$ cat config.mk
export PLATFORM = sky130hd
export DESIGN_NAME = bus_master_if
export DESIGN_NICKNAME = d
export VERILOG_FILES = /design/src/rtl/bus_master_if_pkg.sv /design/src/rtl/bus_master_if_timeout.sv /design/src/rtl/bus_master_if.sv
export SDC_FILE = /design/constraint.sdc
export NUM_CORES = 1
export LEC_CHECK = 0
export BUFFER_PORTS_ARGS = -buffer_cell sky130_fd_sc_hd__clkbuf_2
export CORE_UTILIZATION = 49
export DETAILED_ROUTE_END_ITERATION = 8
export HOLD_SLACK_MARGIN = 0.02
export PLACE_DENSITY = 0.76
export REMOVE_ABC_BUFFERS = 1
export SLEW_MARGIN = 20
export SYNTH_ARGS = -nofsm -noshare
export SYNTH_HDL_FRONTEND = slang
export SYNTH_HIERARCHICAL = 1
export SYNTH_SLANG_ARGS = --single-unit
$ cat constraint.sdc
create_clock -name clk -period 12.4 [get_ports clk]
set_input_delay 0.62 -clock clk [delete_from_list [all_inputs] [get_ports clk]]
set_output_delay 0.62 -clock clk [all_outputs]
set_load 0.02 [all_outputs]
$ cat src/rtl/bus_master_if_pkg.sv
// Shared bus definitions for the core-side bus master: address/data widths,
// bus direction and active-low strobe levels, FSM state encoding and the
// latched command payload.
package bus_master_if_pkg;

    localparam int unsigned ADDR_W = 30;   // word address width
    localparam int unsigned DATA_W = 32;   // data width
    localparam int unsigned CNT_W  = 8;    // timeout counter width (TIMEOUT <= 255)

    // Bus direction
    localparam logic READ  = 1'b1;
    localparam logic WRITE = 1'b0;

    // Active-low strobe levels
    localparam logic ENABLE_  = 1'b0;
    localparam logic DISABLE_ = 1'b1;

    typedef enum logic [1:0] {
        ST_IDLE   = 2'd0,
        ST_REQ    = 2'd1,
        ST_ACCESS = 2'd2,
        ST_WAIT   = 2'd3
    } state_e;

    // Access captured from the core in IDLE
    typedef struct packed {
        logic              rw;
        logic [ADDR_W-1:0] addr;
        logic [DATA_W-1:0] wr_data;
    } cmd_t;

endpackage

$ cat src/rtl/bus_master_if_timeout.sv
// bus_timeout_cnt: WAIT-state timeout counter.
//   clk, reset : system clock, asynchronous active-high reset
//   clr_i      : clear count (asserted on the ACCESS->WAIT transition)
//   en_i       : count one WAIT cycle
//   tc_o       : registered terminal count; high during the TIMEOUT-th
//                consecutive WAIT cycle after a clear
module bus_timeout_cnt
    import bus_master_if_pkg::*;
#(
    parameter int unsigned TIMEOUT = 255
) (
    input  logic clk,
    input  logic reset,
    input  logic clr_i,
    input  logic en_i,
    output logic tc_o
);

    // Count value seen during the last WAIT cycle before abort
    localparam logic [CNT_W-1:0] TC_VAL = CNT_W'(TIMEOUT - 1);

    logic [CNT_W-1:0] cnt_q;
    logic [CNT_W-1:0] cnt_d;
    logic             tc_q;

    // Next count
    always_comb begin
        cnt_d = cnt_q;
        if (clr_i) begin
            cnt_d = '0;
        end else if (en_i) begin
            cnt_d = cnt_q + CNT_W'(1);
        end
    end

    // Count register; terminal flag is precomputed from the next count so it
    // lines up with cnt_q without a combinational compare on the output
    always_ff @(posedge clk or posedge reset) begin
        if (reset) begin
            cnt_q <= '0;
            tc_q  <= 1'b0;
        end else begin
            cnt_q <= cnt_d;
            tc_q  <= (cnt_d == TC_VAL);
        end
    end

    assign tc_o = tc_q;

endmodule

$ cat src/rtl/bus_master_if.sv
// bus_master_if: converts single core accesses into arbitrated bus cycles
// (request, grant, one-cycle address strobe, ready/wait with timeout abort).
//   clk, reset         : system clock, asynchronous active-high reset
//   core_req/rw/addr/wr_data : access request from the core (sampled in IDLE)
//   core_rd_data       : last successfully read word
//   core_busy          : stall to core (combinational)
//   core_done/core_err : one-cycle completion pulse, err = timeout abort
//   bus_req_/bus_grnt_ : active-low arbiter handshake
//   bus_addr/bus_as_/bus_rw/bus_wr_data : registered bus command
//   bus_rd_data/bus_rdy_ : slave read data and active-low ready
module bus_master_if
    import bus_master_if_pkg::*;
#(
    parameter int unsigned TIMEOUT = 255
) (
    input  logic              clk,
    input  logic              reset,
    input  logic              core_req,
    input  logic              core_rw,
    input  logic [ADDR_W-1:0] core_addr,
    input  logic [DATA_W-1:0] core_wr_data,
    output logic [DATA_W-1:0] core_rd_data,
    output logic              core_busy,
    output logic              core_done,
    output logic              core_err,
    output logic              bus_req_,
    input  logic              bus_grnt_,
    output logic [ADDR_W-1:0] bus_addr,
    output logic              bus_as_,
    output logic              bus_rw,
    output logic [DATA_W-1:0] bus_wr_data,
    input  logic [DATA_W-1:0] bus_rd_data,
    input  logic              bus_rdy_
);

    state_e            state_q,       state_d;
    cmd_t              cmd_q,         cmd_d;
    logic              bus_req_q,     bus_req_d;
    logic              bus_as_q,      bus_as_d;
    logic              bus_rw_q,      bus_rw_d;
    logic [ADDR_W-1:0] bus_addr_q,    bus_addr_d;
    logic [DATA_W-1:0] bus_wr_data_q, bus_wr_data_d;
    logic [DATA_W-1:0] rd_data_q,     rd_data_d;
    logic              done_q,        done_d;
    logic              err_q,         err_d;

    logic cnt_clr;
    logic cnt_en;
    logic cnt_tc;

    bus_timeout_cnt #(
        .TIMEOUT (TIMEOUT)
    ) u_timeout (
        .clk   (clk),
        .reset (reset),
        .clr_i (cnt_clr),
        .en_i  (cnt_en),
        .tc_o  (cnt_tc)
    );

    // Next-state and registered-output logic
    always_comb begin
        state_d       = state_q;
        cmd_d         = cmd_q;
        bus_req_d     = bus_req_q;
        bus_as_d      = DISABLE_;
        bus_rw_d      = bus_rw_q;
        bus_addr_d    = bus_addr_q;
        bus_wr_data_d = bus_wr_data_q;
        rd_data_d     = rd_data_q;
        done_d        = 1'b0;
        err_d         = 1'b0;
        cnt_clr       = 1'b0;
        cnt_en        = 1'b0;

        case (state_q)
            ST_IDLE: begin
                if (core_req) begin
                    cmd_d.rw      = core_rw ? READ : WRITE;
                    cmd_d.addr    = core_addr;
                    cmd_d.wr_data = core_wr_data;
                    bus_req_d     = ENABLE_;
                    state_d       = ST_REQ;
                end
            end

            ST_REQ: begin
                if (bus_grnt_ == ENABLE_) begin
                    bus_as_d      = ENABLE_;
                    bus_rw_d      = cmd_q.rw;
                    bus_addr_d    = cmd_q.addr;
                    bus_wr_data_d = cmd_q.wr_data;
                    state_d       = ST_ACCESS;
                end
            end

            ST_ACCESS: begin
                if (bus_rdy_ == ENABLE_) begin
                    done_d    = 1'b1;
                    bus_req_d = DISABLE_;
                    state_d   = ST_IDLE;
                    if (cmd_q.rw == READ) begin
                        rd_data_d = bus_rd_data;
                    end
                end else begin
                    cnt_clr = 1'b1;
                    state_d = ST_WAIT;
                end
            end

            ST_WAIT: begin
                cnt_en = 1'b1;
                // Ready wins over a coincident timeout
                if (bus_rdy_ == ENABLE_) begin
                    done_d    = 1'b1;
                    bus_req_d = DISABLE_;
                    state_d   = ST_IDLE;
                    if (cmd_q.rw == READ) begin
                        rd_data_d = bus_rd_data;
                    end
                end else if (cnt_tc) begin
                    done_d    = 1'b1;
                    err_d     = 1'b1;
                    bus_req_d = DISABLE_;
                    state_d   = ST_IDLE;
                end
            end

            default: begin
                state_d = ST_IDLE;
            end
        endcase
    end

    // State and output registers
    always_ff @(posedge clk or posedge reset) begin
        if (reset) begin
            state_q       <= ST_IDLE;
            cmd_q         <= '0;
            bus_req_q     <= DISABLE_;
            bus_as_q      <= DISABLE_;
            bus_rw_q      <= READ;
            bus_addr_q    <= '0;
            bus_wr_data_q <= '0;
            rd_data_q     <= '0;
            done_q        <= 1'b0;
            err_q         <= 1'b0;
        end else begin
            state_q       <= state_d;
            cmd_q         <= cmd_d;
            bus_req_q     <= bus_req_d;
            bus_as_q      <= bus_as_d;
            bus_rw_q      <= bus_rw_d;
            bus_addr_q    <= bus_addr_d;
            bus_wr_data_q <= bus_wr_data_d;
            rd_data_q     <= rd_data_d;
            done_q        <= done_d;
            err_q         <= err_d;
        end
    end

    // Busy is forced low while reset is asserted, whatever core_req does
    assign core_busy    = ~reset & ((state_q != ST_IDLE) | core_req);
    assign core_rd_data = rd_data_q;
    assign core_done    = done_q;
    assign core_err     = err_q;
    assign bus_req_     = bus_req_q;
    assign bus_as_      = bus_as_q;
    assign bus_rw       = bus_rw_q;
    assign bus_addr     = bus_addr_q;
    assign bus_wr_data  = bus_wr_data_q;

endmodule

Word-level counts from Yosys, hierarchy flattened
Index checks and enable logic that the tools add are counted.
Widths: inputs -> output; s select.
{ "classes": {"add_sub_neg": 1, "eq_ne": 8, "mux": 25, "n_bitwise": 5, "n_reduce_logical": 9} }
{ "op_table": {"columns": ["operator", "n"], "rows": [
  ["$mux 8", 2],
  ["$mux 1", 15],
  ["$mux 2", 5],
  ["$add 8x1->8 const B", 1],
  ["$eq 8x8->1 const B", 1],
  ["$pmux 2 s4", 1],
  ["$ne 2x2->1 const B", 3],
  ["$reduce_and 3->1", 2],
  ["$eq 2x2->1 const B", 2],
  ["$reduce_and 2->1", 2],
  ["$reduce_and 4->1", 1],
  ["$ne 3x2->1 const B", 1],
  ["$not 1->1", 3],
  ["$pmux 1 s3", 1],
  ["$reduce_bool 3->1", 1],
  ["$eq 2x1->1 const B", 1],
  ["$logic_not 2->1", 1],
  ["$pmux 1 s2", 1],
  ["$reduce_bool 2->1", 1],
  ["$reduce_or 2->1", 1],
  ["$and 1x1->1", 1],
  ["$or 1x1->1", 1]
]} }
{ "word_totals": {"register_bits": 173, "in_bits": 100, "output_inout_bits": 100, "word_cells": 62} }

Logic depth before layout (Yosys ltp)
Gate-level depths: netlist (run 1).
{ "depth": {"word_depth": 5, "depth_mapped": 7, "mapped_depth_nobuf": 5} }

Cells and area by module
The synthesis (run 1) kept the hierarchy.
{ "modules_own_cells": {"columns": ["mod", "instances", "cells_per_inst", "area_per_inst_um2", "seq_area_each_um2"], "rows": [
  ["bus_master_if", 1, 364, 6470.0, 4107.7],
  ["bus_timeout_cnt", 1, 43, 459.2, 225.2]
]} }

Worst setup path before layout (run 1)
No wires, ideal clock.
{ "synth_path": {"path_kind": "register to register", "from": "reg state_q[1]", "to": "reg u_timeout.tc_q (netlist: u_timeout/tc_o)", "setup_time_ps": 96, "t_arrival_ps": 1700, "required_ps": 12304, "path_slack_ps": 10605, "path_stages_with_launch": 8, "path_buffers": 2, "period_less_slack_ps": 1795, "cell_sequence": "dfrtp_1 buf_4 and2_2 buf_6 nand4_2 or3_1 a221o_1 nor4_2"} }
{ "synth_between": {"elab_chain_cells": 5, "elab_cells_between_ends": 7, "cone_classes": "eq/ne (3); mux (4)"} }
{ "synth_rtl": {"columns": ["element", "line", "text"], "rows": [
  ["from (decl)", "bus_master_if.sv:36", "state_e state_q, state_d;"],
  ["from (signal assigned)", "bus_master_if.sv:149", "state_q <= state_d;"],
  ["$eq 2x2->1", "bus_master_if.sv:76", "case (state_q)"],
  ["$mux 1", "bus_master_if.sv:76", null],
  ["via cnt_en", "bus_master_if.sv:48", "logic cnt_en;"],
  ["$mux 8", "bus_master_if_timeout.sv:31", "end else if (en_i) begin"],
  ["$mux 8", "bus_master_if_timeout.sv:29", "if (clr_i) begin"],
  ["$eq 8x8->1", "bus_master_if_timeout.sv:44", "tc_q <= (cnt_d == TC_VAL);"],
  ["to (signal assigned)", "bus_master_if_timeout.sv:44", null],
  ["to (decl)", "bus_master_if_timeout.sv:24", "logic tc_q;"]
]} }
The timed path passes the listed nets, and every way through them passes these cells.
A chain may end at the register's enable or synchronous reset.

Worst setup path after layout (run 1)
{ "layout_path": {"from": "reg state_q[1]", "to": "reg bus_wr_data_q[9] (netlist: bus_wr_data[9])"} }
{ "layout_between": {"elab_chain_cells": 2} }
{ "layout_rtl": {"columns": ["element", "line", "text"], "rows": [
  ["$eq 2x1->1", "bus_master_if.sv:76", null],
  ["$reduce_and 2->1 (no source line)", null, null],
  ["to (signal assigned)", "bus_master_if.sv:155", "bus_wr_data_q <= bus_wr_data_d;"],
  ["to (decl)", "bus_master_if.sv:42", "logic [DATA_W-1:0] bus_wr_data_q, bus_wr_data_d;"]
]} }
Every way passes these cells.

==> metrics.log, run 1 <==
[metrics] starting density of the core: 0.501
[metrics] number of vias per cell after detailed routing: 4.94
[metrics] worst endpoint required time: 12.71 ns
[metrics] leading cell type in the layout, fill and taps excluded: sky130_fd_sc_hd__clkbuf_2
[metrics] number of buffers added by the clock tree synthesis step: 17
[metrics] number of buffers between clock root and the deepest sink: 2
[metrics] Sinks on Clock Net: 173
[metrics] Setup crit end kind: flop
[metrics] total power after layout: 2510 uW
[metrics] TritonCTS clock tree: built
[metrics] Area Overhead vs Synth: 23.6%
[metrics] vias after detailed routing: 3958
[metrics] xor and xnor area share after synthesis: 0.00506
[metrics] upper clock frequency limit: 415 MHz
[metrics] floorplan die area: 14600 um2
[metrics] status: complete, no violations
[metrics] antenna violations before repair: 0
[metrics] die height: 121 um
[metrics] share of cell area taken by muxes after synthesis: 0.290
[metrics] simple-gate portion of the synthesized area: 0.0267
[metrics] fill cell instance count of the final layout: 1045
[metrics] total core area: 13800 um2
[metrics] Startpoint Class: flop
[metrics] Total Routed Length: 13100 um
[metrics] worst slew pin tran: 0.865 ns
[metrics] Root Driver: sky130_fd_sc_hd__clkbuf_16
[metrics] pin count of the biggest net entering global routing: 85
[metrics] tightest slew margin relative to the limit: 0.424
[metrics] finished layout cell area: 8560 um2
[metrics] endpoint arrival time on the critical path: 2.73 ns
[metrics] half-perimeter wire length after placement: 9080 um
[metrics] most frequent cells in the layout: sky130_fd_sc_hd__clkbuf_2 (199), sky130_fd_sc_hd__dfrtp_1 (170), sky130_fd_sc_hd__mux2_2 (97), sky130_fd_sc_hd__mux2_4 (59), sky130_fd_sc_hd__clkbuf_16 (17)
[metrics] global routing usage on met2: 0.316
[metrics] max-slew violation count: 0
[metrics] post-synthesis adder-cell area fraction: 0.00181
[metrics] global-route track usage on met3: 0.0526
[metrics] number of library cell types mapped by synthesis: 36
[metrics] Die X: 121 um
[metrics] setup repair after global routing missed its margin: no
[metrics] final antenna-violating net count: 0
[metrics] sum of negative setup slack: 0 ns
[metrics] number of top-level pins: 200
[metrics] worst vdd rail ir drop: 0.000149 V
[metrics] final net count: 710
[metrics] first-pass GRT wire length: 21200 um
[metrics] Synth Area in Compound Gates: 0.0123
[metrics] register bit count reported by yosys: 173
[metrics] number of setup violations in the final report: 0
[metrics] biggest fanout along the worst timing path: 43
[metrics] Max-cap violations: 0
[metrics] drt first-iter violations: 154
[metrics] num rows: 43
[metrics] sequential cell area: 4330 um2
[metrics] placed standard-cell area: 7950 um2
[metrics] worst skew pair latency: 0.43 ns
[metrics] leak pwr: 0.00417 uW
[metrics] Post-Syn Instances: 407
[metrics] combined area of the multi-input logic cells: 2340 um2
[metrics] global-route usage over all layers: 0.192
[metrics] number of enable-type register cells in the synthesized netlist: 0
[metrics] setup clock skew after layout: 0.00642 ns
[metrics] power per cell area: 293 nW/um2
[metrics] part of the Yosys area used for sequential elements: 0.625
[metrics] grt total ovfl: 0
[metrics] yosys synthesis warning count: 6
[metrics] Antenna diodes: 0
[metrics] met1 Track Usage GR: 0.234
[metrics] CTS HTree Levels: 4
[metrics] main combinational cell family by area after synthesis: multiplexers
[metrics] Netlist Area Pre-Place: 6930 um2
[metrics] per-instance average area after synthesis: 17.0 um2
[metrics] Primary FF master, synth: sky130_fd_sc_hd__dfrtp_1
[metrics] length of the first detailed-routing pass in iterations: 4
[metrics] hold_ws: 0.207 ns
[metrics] routing layer with the top usage in global route: met2
[metrics] post-route clock period utilization: 0.194
[metrics] category of the most critical setup path: reg -> reg
[metrics] type of the tightest min-delay check: in -> async
[metrics] number of buffers added on ports: 199
[metrics] DR WL/cell: 16.4 um
[metrics] ys async rst share: 1.00
[metrics] drc violations: 0
[metrics] number of global-route vias before repair: 4204
[metrics] final RePlAce weighted congestion: 0.725
[metrics] Tmin final: 2.41 ns
[metrics] quantity of gates resized following cts: 0
[metrics] Post-CTS Hold Buffers: 0
[metrics] number of setup buffers added after CTS: 0
[metrics] number of cell instances on the worst register-to-register path: 4
[metrics] Final Hold Violating Endpoints: 0
[metrics] clock slew seen by the registers of the worst setup and hold paths: 0.06 ns
[metrics] fraction of layout cells with a size suffix above 1: 0.645
==> cells in the mapped netlist (all sizes together) (2+ instances only) <==
master	number	area, um2
inv	6	22.5
or3	2	12.5
xor2	3	26.3
nor3	3	15.0
a21oi	4	20.0
nor3b	2	20.0
nand4	3	25.0
nand2	7	26.3
buf	20	245
dfrtp	170	4250
o21ai	4	20.0
nand3	2	15.0
mux2	158	2000
nor2	7	26.3
dfstp	3	78.8
==> where the power goes <==
part	leakage (uW)	internal [uW]	switching, uW
sequential	0.00207	852	168
combinational	0.00181	486	461
clock	0.000288	322	219
total	0.00417	1660	848
==> final timing paths <==
path / from / endpoint / slack (ns)
setup reg to reg: state_q[1] / bus_wr_data[9] / 9.99
min in group clk: bus_rd_data[24] / core_rd_data[24] / 0.41
hold / removal: reset / u_timeout/cnt_q[3] / 0.21
hold reg to reg: cmd_q[61] / bus_addr[29] / 0.50
setup / recovery: state_q[1] / bus_wr_data[9] / 9.99
max in group asynchronous: reset / bus_addr[24] / 10.89
==> critical path, cell delays in order (launching register included) <==
cell and delay [ns]:
sky130_fd_sc_hd__dfrtp_1 0.52, sky130_fd_sc_hd__nor3b_4 0.22, sky130_fd_sc_hd__buf_4 0.39, sky130_fd_sc_hd__buf_4 0.70, sky130_fd_sc_hd__mux2_2 0.41
==> layer usage <==
metal / part of all wire / up-vias
met3: 0.048 / 24
met4: 0.024 / 0
met5: 0 / -
met1: 0.42 / 2003
li1: - / 1832
met2: 0.51 / 99
==> logic make-up after synthesis <==
logic type                 after synthesis
xor gates and xnor gates                 4
buffers and inverters                   26
and+or+nand+nor                         31
muxes                                  159
DFF                                    173
AOI/OAI and AO/OA                       13
adders and majority gates                1
==> layout make-up <==
type / instances / share of cell area
Clock buffer: 18 / 0.0513
Clock inverter: 14 / 0.0199
Inverter: 6 / 0.00321
Multi-Input combinational cell: 208 / 0.273
Sequential cell: 173 / 0.506
Tap cell: 180 / 0.0263
Timing Repair Buffer: 203 / 0.120
==> sequential cells by signal, summed over array words and instances (netlist names) <==
register,cells
bus_as_,1
bus_rw,1
core_rd_data,32
u_timeout/cnt_q,8
state_q,2
bus_wr_data,32
bus_addr,30
cmd_q,63
core_done,1
core_err,1
u_timeout/tc_o,1
bus_req_,1
==> per-stage QoR <==
stage | utilization | worst slack, ns | cells
finish | 0.619 | 9.99 | 802
global route | 0.619 | 9.85 | 802
CTS | 0.619 | 9.98 | 802
detailed placement | 0.575 | 9.80 | 770
global placement | 0.575 | 9.84 | 770
floorplan | - | 6.49 | 387
No activity file was read; power rests on OpenSTA's default activity.
==> run 2, diff against run 1 <==
--- a/config.mk
+++ b/config.mk
@@ -6,7 +6,7 @@
 export NUM_CORES = 1
 export LEC_CHECK = 0
 export BUFFER_PORTS_ARGS = -buffer_cell sky130_fd_sc_hd__clkbuf_2
-export CORE_UTILIZATION = 49
+export CORE_UTILIZATION = 47
 export DETAILED_ROUTE_END_ITERATION = 8
 export HOLD_SLACK_MARGIN = 0.02
 export PLACE_DENSITY = 0.76
==> constraint.sdc (replaced) <==
create_clock -name clk -period 2.2 [get_ports clk]
set_input_delay 0.11 -clock clk [delete_from_list [all_inputs] [get_ports clk]]
set_output_delay 0.11 -clock clk [all_outputs]
set_load 0.02 [all_outputs]
==> run 2 against run 1 <==
Final cell count rose by 13%. Worst hold slack got worse by 0.14 ns. Flip-flop and latch count did not move. Clock skew barely moved. Highest routed layer unchanged. Combinational power rose to 5.9 times the previous value. Die area rose by 4.2%. Critical endpoint is now u_timeout/tc_o.
==> metrics.log, run 2 (same netlist as run 1, synthesis figures left out) <==
[metrics] length of the first detailed-routing pass in iterations: 4 (unchanged)
[metrics] number of setup buffers added after CTS: 0 (unchanged)
[metrics] leading cell type in the layout, fill and taps excluded: sky130_fd_sc_hd__clkbuf_2
[metrics] Core Util, Final: 0.665 (+0.0461)
[metrics] clock slew seen by the registers of the worst setup and hold paths: 0.06 ns (about the same)
[metrics] Die X: 123 um (+2.1%)
[metrics] Tmin final: 1.94 ns (-0.471 ns)
[metrics] biggest fanout along the worst timing path: 8 (-81%)
[metrics] worst vdd rail ir drop: 0.000663 V (+350%)
[metrics] final net count: 814 (+15%)
[metrics] number of setup violations in the final report: 0 (unchanged)
[metrics] tightest slew margin relative to the limit: 0.477 (+0.0533)
[metrics] cell class contributing the biggest share of worst-path delay: simple AND/OR/NAND/NOR gates
[metrics] TritonCTS clock tree: built
[metrics] total core area: 14500 um2 (+4.7%)
[metrics] setup repair after global routing missed its margin: no
[metrics] DR WL/cell: 16.3 um (-0.71%)
[metrics] power per cell area: 1490 nW/um2 (+410%)
[metrics] sum of negative setup slack: 0 ns (unchanged)
[metrics] Startpoint Class: flop
[metrics] setup clock skew after layout: 0.00605 ns (-0.000366 ns)
[metrics] Area Overhead vs Synth: 39.1%
[metrics] number of global-route vias before repair: 4924 (+17%)
[metrics] post-route clock period utilization: 0.882 (+0.688)
[metrics] max reg flops: 63 (unchanged)
[metrics] fraction of layout cells with a size suffix above 1: 0.561 (-0.0841)
[metrics] worst setup path start: state_q[0]
[metrics] global-route usage over all layers: 0.205 (+0.0126)
[metrics] Sinks on Clock Net: 173 (unchanged)
[metrics] delay of the slowest cell on the worst path: 0.49 ns (-0.21 ns)
[metrics] first-pass GRT wire length: 23600 um (+11%)
[metrics] category of the most critical setup path: reg -> reg
[metrics] pin count of the biggest net entering global routing: 60 (-29%)
[metrics] drc violations: 0 (unchanged)
[metrics] total buffers and inverters traversed by the critical path: 0 (-2)
[metrics] worst skew pair latency: 0.42 ns (about the same)
[metrics] most frequent cells in the layout: sky130_fd_sc_hd__clkbuf_2 (199), sky130_fd_sc_hd__dfrtp_1 (170), sky130_fd_sc_hd__dlygate4sd3_1 (98), sky130_fd_sc_hd__mux2_2 (97), sky130_fd_sc_hd__mux2_4 (59)
[metrics] fill cell instance count of the final layout: 1008 (-3.5%)
[metrics] Critical Path, Cell by Cell: and2_2, nand4_2, or3_1, a221o_1, nor4_2
[metrics] upper clock frequency limit: 515 MHz (+24%)
[metrics] die height: 123 um (+2.1%)
[metrics] final RePlAce weighted congestion: 0.781 (+7.7%)
[metrics] total power after layout: 14400 uW (+470%)
[metrics] grt total ovfl: 0 (unchanged)
[metrics] vias after detailed routing: 4436 (+12%)
[metrics] starting density of the core: 0.479 (-0.0226)
[metrics] leak pwr: 0.00462 uW (+11%)
[metrics] Critical-path top delay cell: sky130_fd_sc_hd__dfrtp_1
[metrics] Setup crit end kind: flop
[metrics] Total Routed Length: 14800 um (+13%)
[metrics] number of buffers added on ports: 199 (unchanged)
[metrics] drt first-iter violations: 119 (-23%)
[metrics] Final Hold Violating Endpoints: 0 (unchanged)
[metrics] number of top-level pins: 200 (unchanged)
[metrics] antenna violations before repair: 0 (unchanged)
[metrics] worst slew pin tran: 0.784 ns (-0.0808 ns)
[metrics] Antenna diodes: 0 (unchanged)
[metrics] worst endpoint required time: 2.53 ns (-10.18 ns)
[metrics] quantity of gates resized following cts: 0 (unchanged)
[metrics] worst hold start: bus_grnt_
[metrics] num rows: 44 (+2.3%)
[metrics] R2R setup slack: 0.26 ns (-9.73 ns)
[metrics] final antenna-violating net count: 0 (unchanged)
[metrics] half-perimeter wire length after placement: 9570 um (+5.3%)
[metrics] number of buffers between clock root and the deepest sink: 2 (unchanged)
[metrics] type of the tightest min-delay check: in -> reg
[metrics] number of buffers added by the clock tree synthesis step: 17 (unchanged)
[metrics] number of vias per cell after detailed routing: 4.87 (-1.2%)
[metrics] CTS HTree Levels: 4 (unchanged)
[metrics] Root Driver: sky130_fd_sc_hd__clkbuf_16
[metrics] endpoint arrival time on the critical path: 2.27 ns (-0.46 ns)
[metrics] max-slew violation count: 0 (unchanged)
[metrics] launching point of the worst reg2reg path: state_q[0]
[metrics] register containing the most flip-flops in the final layout: cmd_q
[metrics] floorplan die area: 15200 um2 (+4.2%)
[metrics] Max-cap violations: 0 (unchanged)
[metrics] status: complete, no violations
## run 2: cell types whose count changed in the layout (fill, tap and decap cells not counted), sizes merged
cell         before  now
buf               4   10
bufinv            3    2
clkbuf          217  219
clkinv            7    5
clkinvlp          4    3
dlygate4sd3       0   98
inv               6    8
## run 2: layout make-up
cell class              count  area, um2  area share
flip-flops and latches    173       4330       0.450
multi-input cells         208       2340       0.243
repair buffers            307       2100       0.218
clock buffers              20        467      0.0484
well taps                 184        230      0.0239
clock inverters            12        136      0.0142
inverters                   6       27.5     0.00286
## run 2: worst paths after layout
kind,endpoint,cells after the start
max in group asynchronous,core_rd_data[13],4
setup / recovery,u_timeout/tc_o,5
hold / removal,state_q[0],3
setup reg to reg,u_timeout/tc_o,5
min in group asynchronous,u_timeout/cnt_q[1],3
hold reg to reg,bus_wr_data[3],1
## run 2: worst register-to-register path, stage by stage, from the launching register on
cell,delay [ns]
sky130_fd_sc_hd__dfrtp_1,0.49
sky130_fd_sc_hd__and2_2,0.29
sky130_fd_sc_hd__nand4_2,0.15
sky130_fd_sc_hd__or3_1,0.40
sky130_fd_sc_hd__a221o_1,0.38
sky130_fd_sc_hd__nor4_2,0.13
## run 2: timing repair
item                                   in CTS  in global routing
hold buffers                               98                  0
setup endpoints to repair                   0                  0
endpoints found under the hold margin     160                  0
## run 2: power by group
group,total [uW],switching [uW],internal [uW]
clock network,3000,1230,1770
registers,5730,924,4800
logic,5630,2720,2910
total,14400,4870,9490
## run 2: layer usage
metal / GRT usage / wire length (um) / vias up
li1: - / - / 2045
met1: 0.229 / 5880 / 2213
met2: 0.357 / 7710 / 135
met3: 0.0517 / 703 / 43
met4: 0.113 / 504 / 0
met5: 0 / 0 / -
## run 2: stage by stage
stage,setup slack [ns],hold slack [ns],std cells,instance area (um2)
global route,0.132,0.0824,910,9640
floorplan,-3.66,-0.0621,387,6680
global placement,0.372,0.129,780,8050
CTS,0.264,0.0573,910,9640
finish,0.260,0.0716,910,9640
detailed placement,0.273,0.144,780,8050
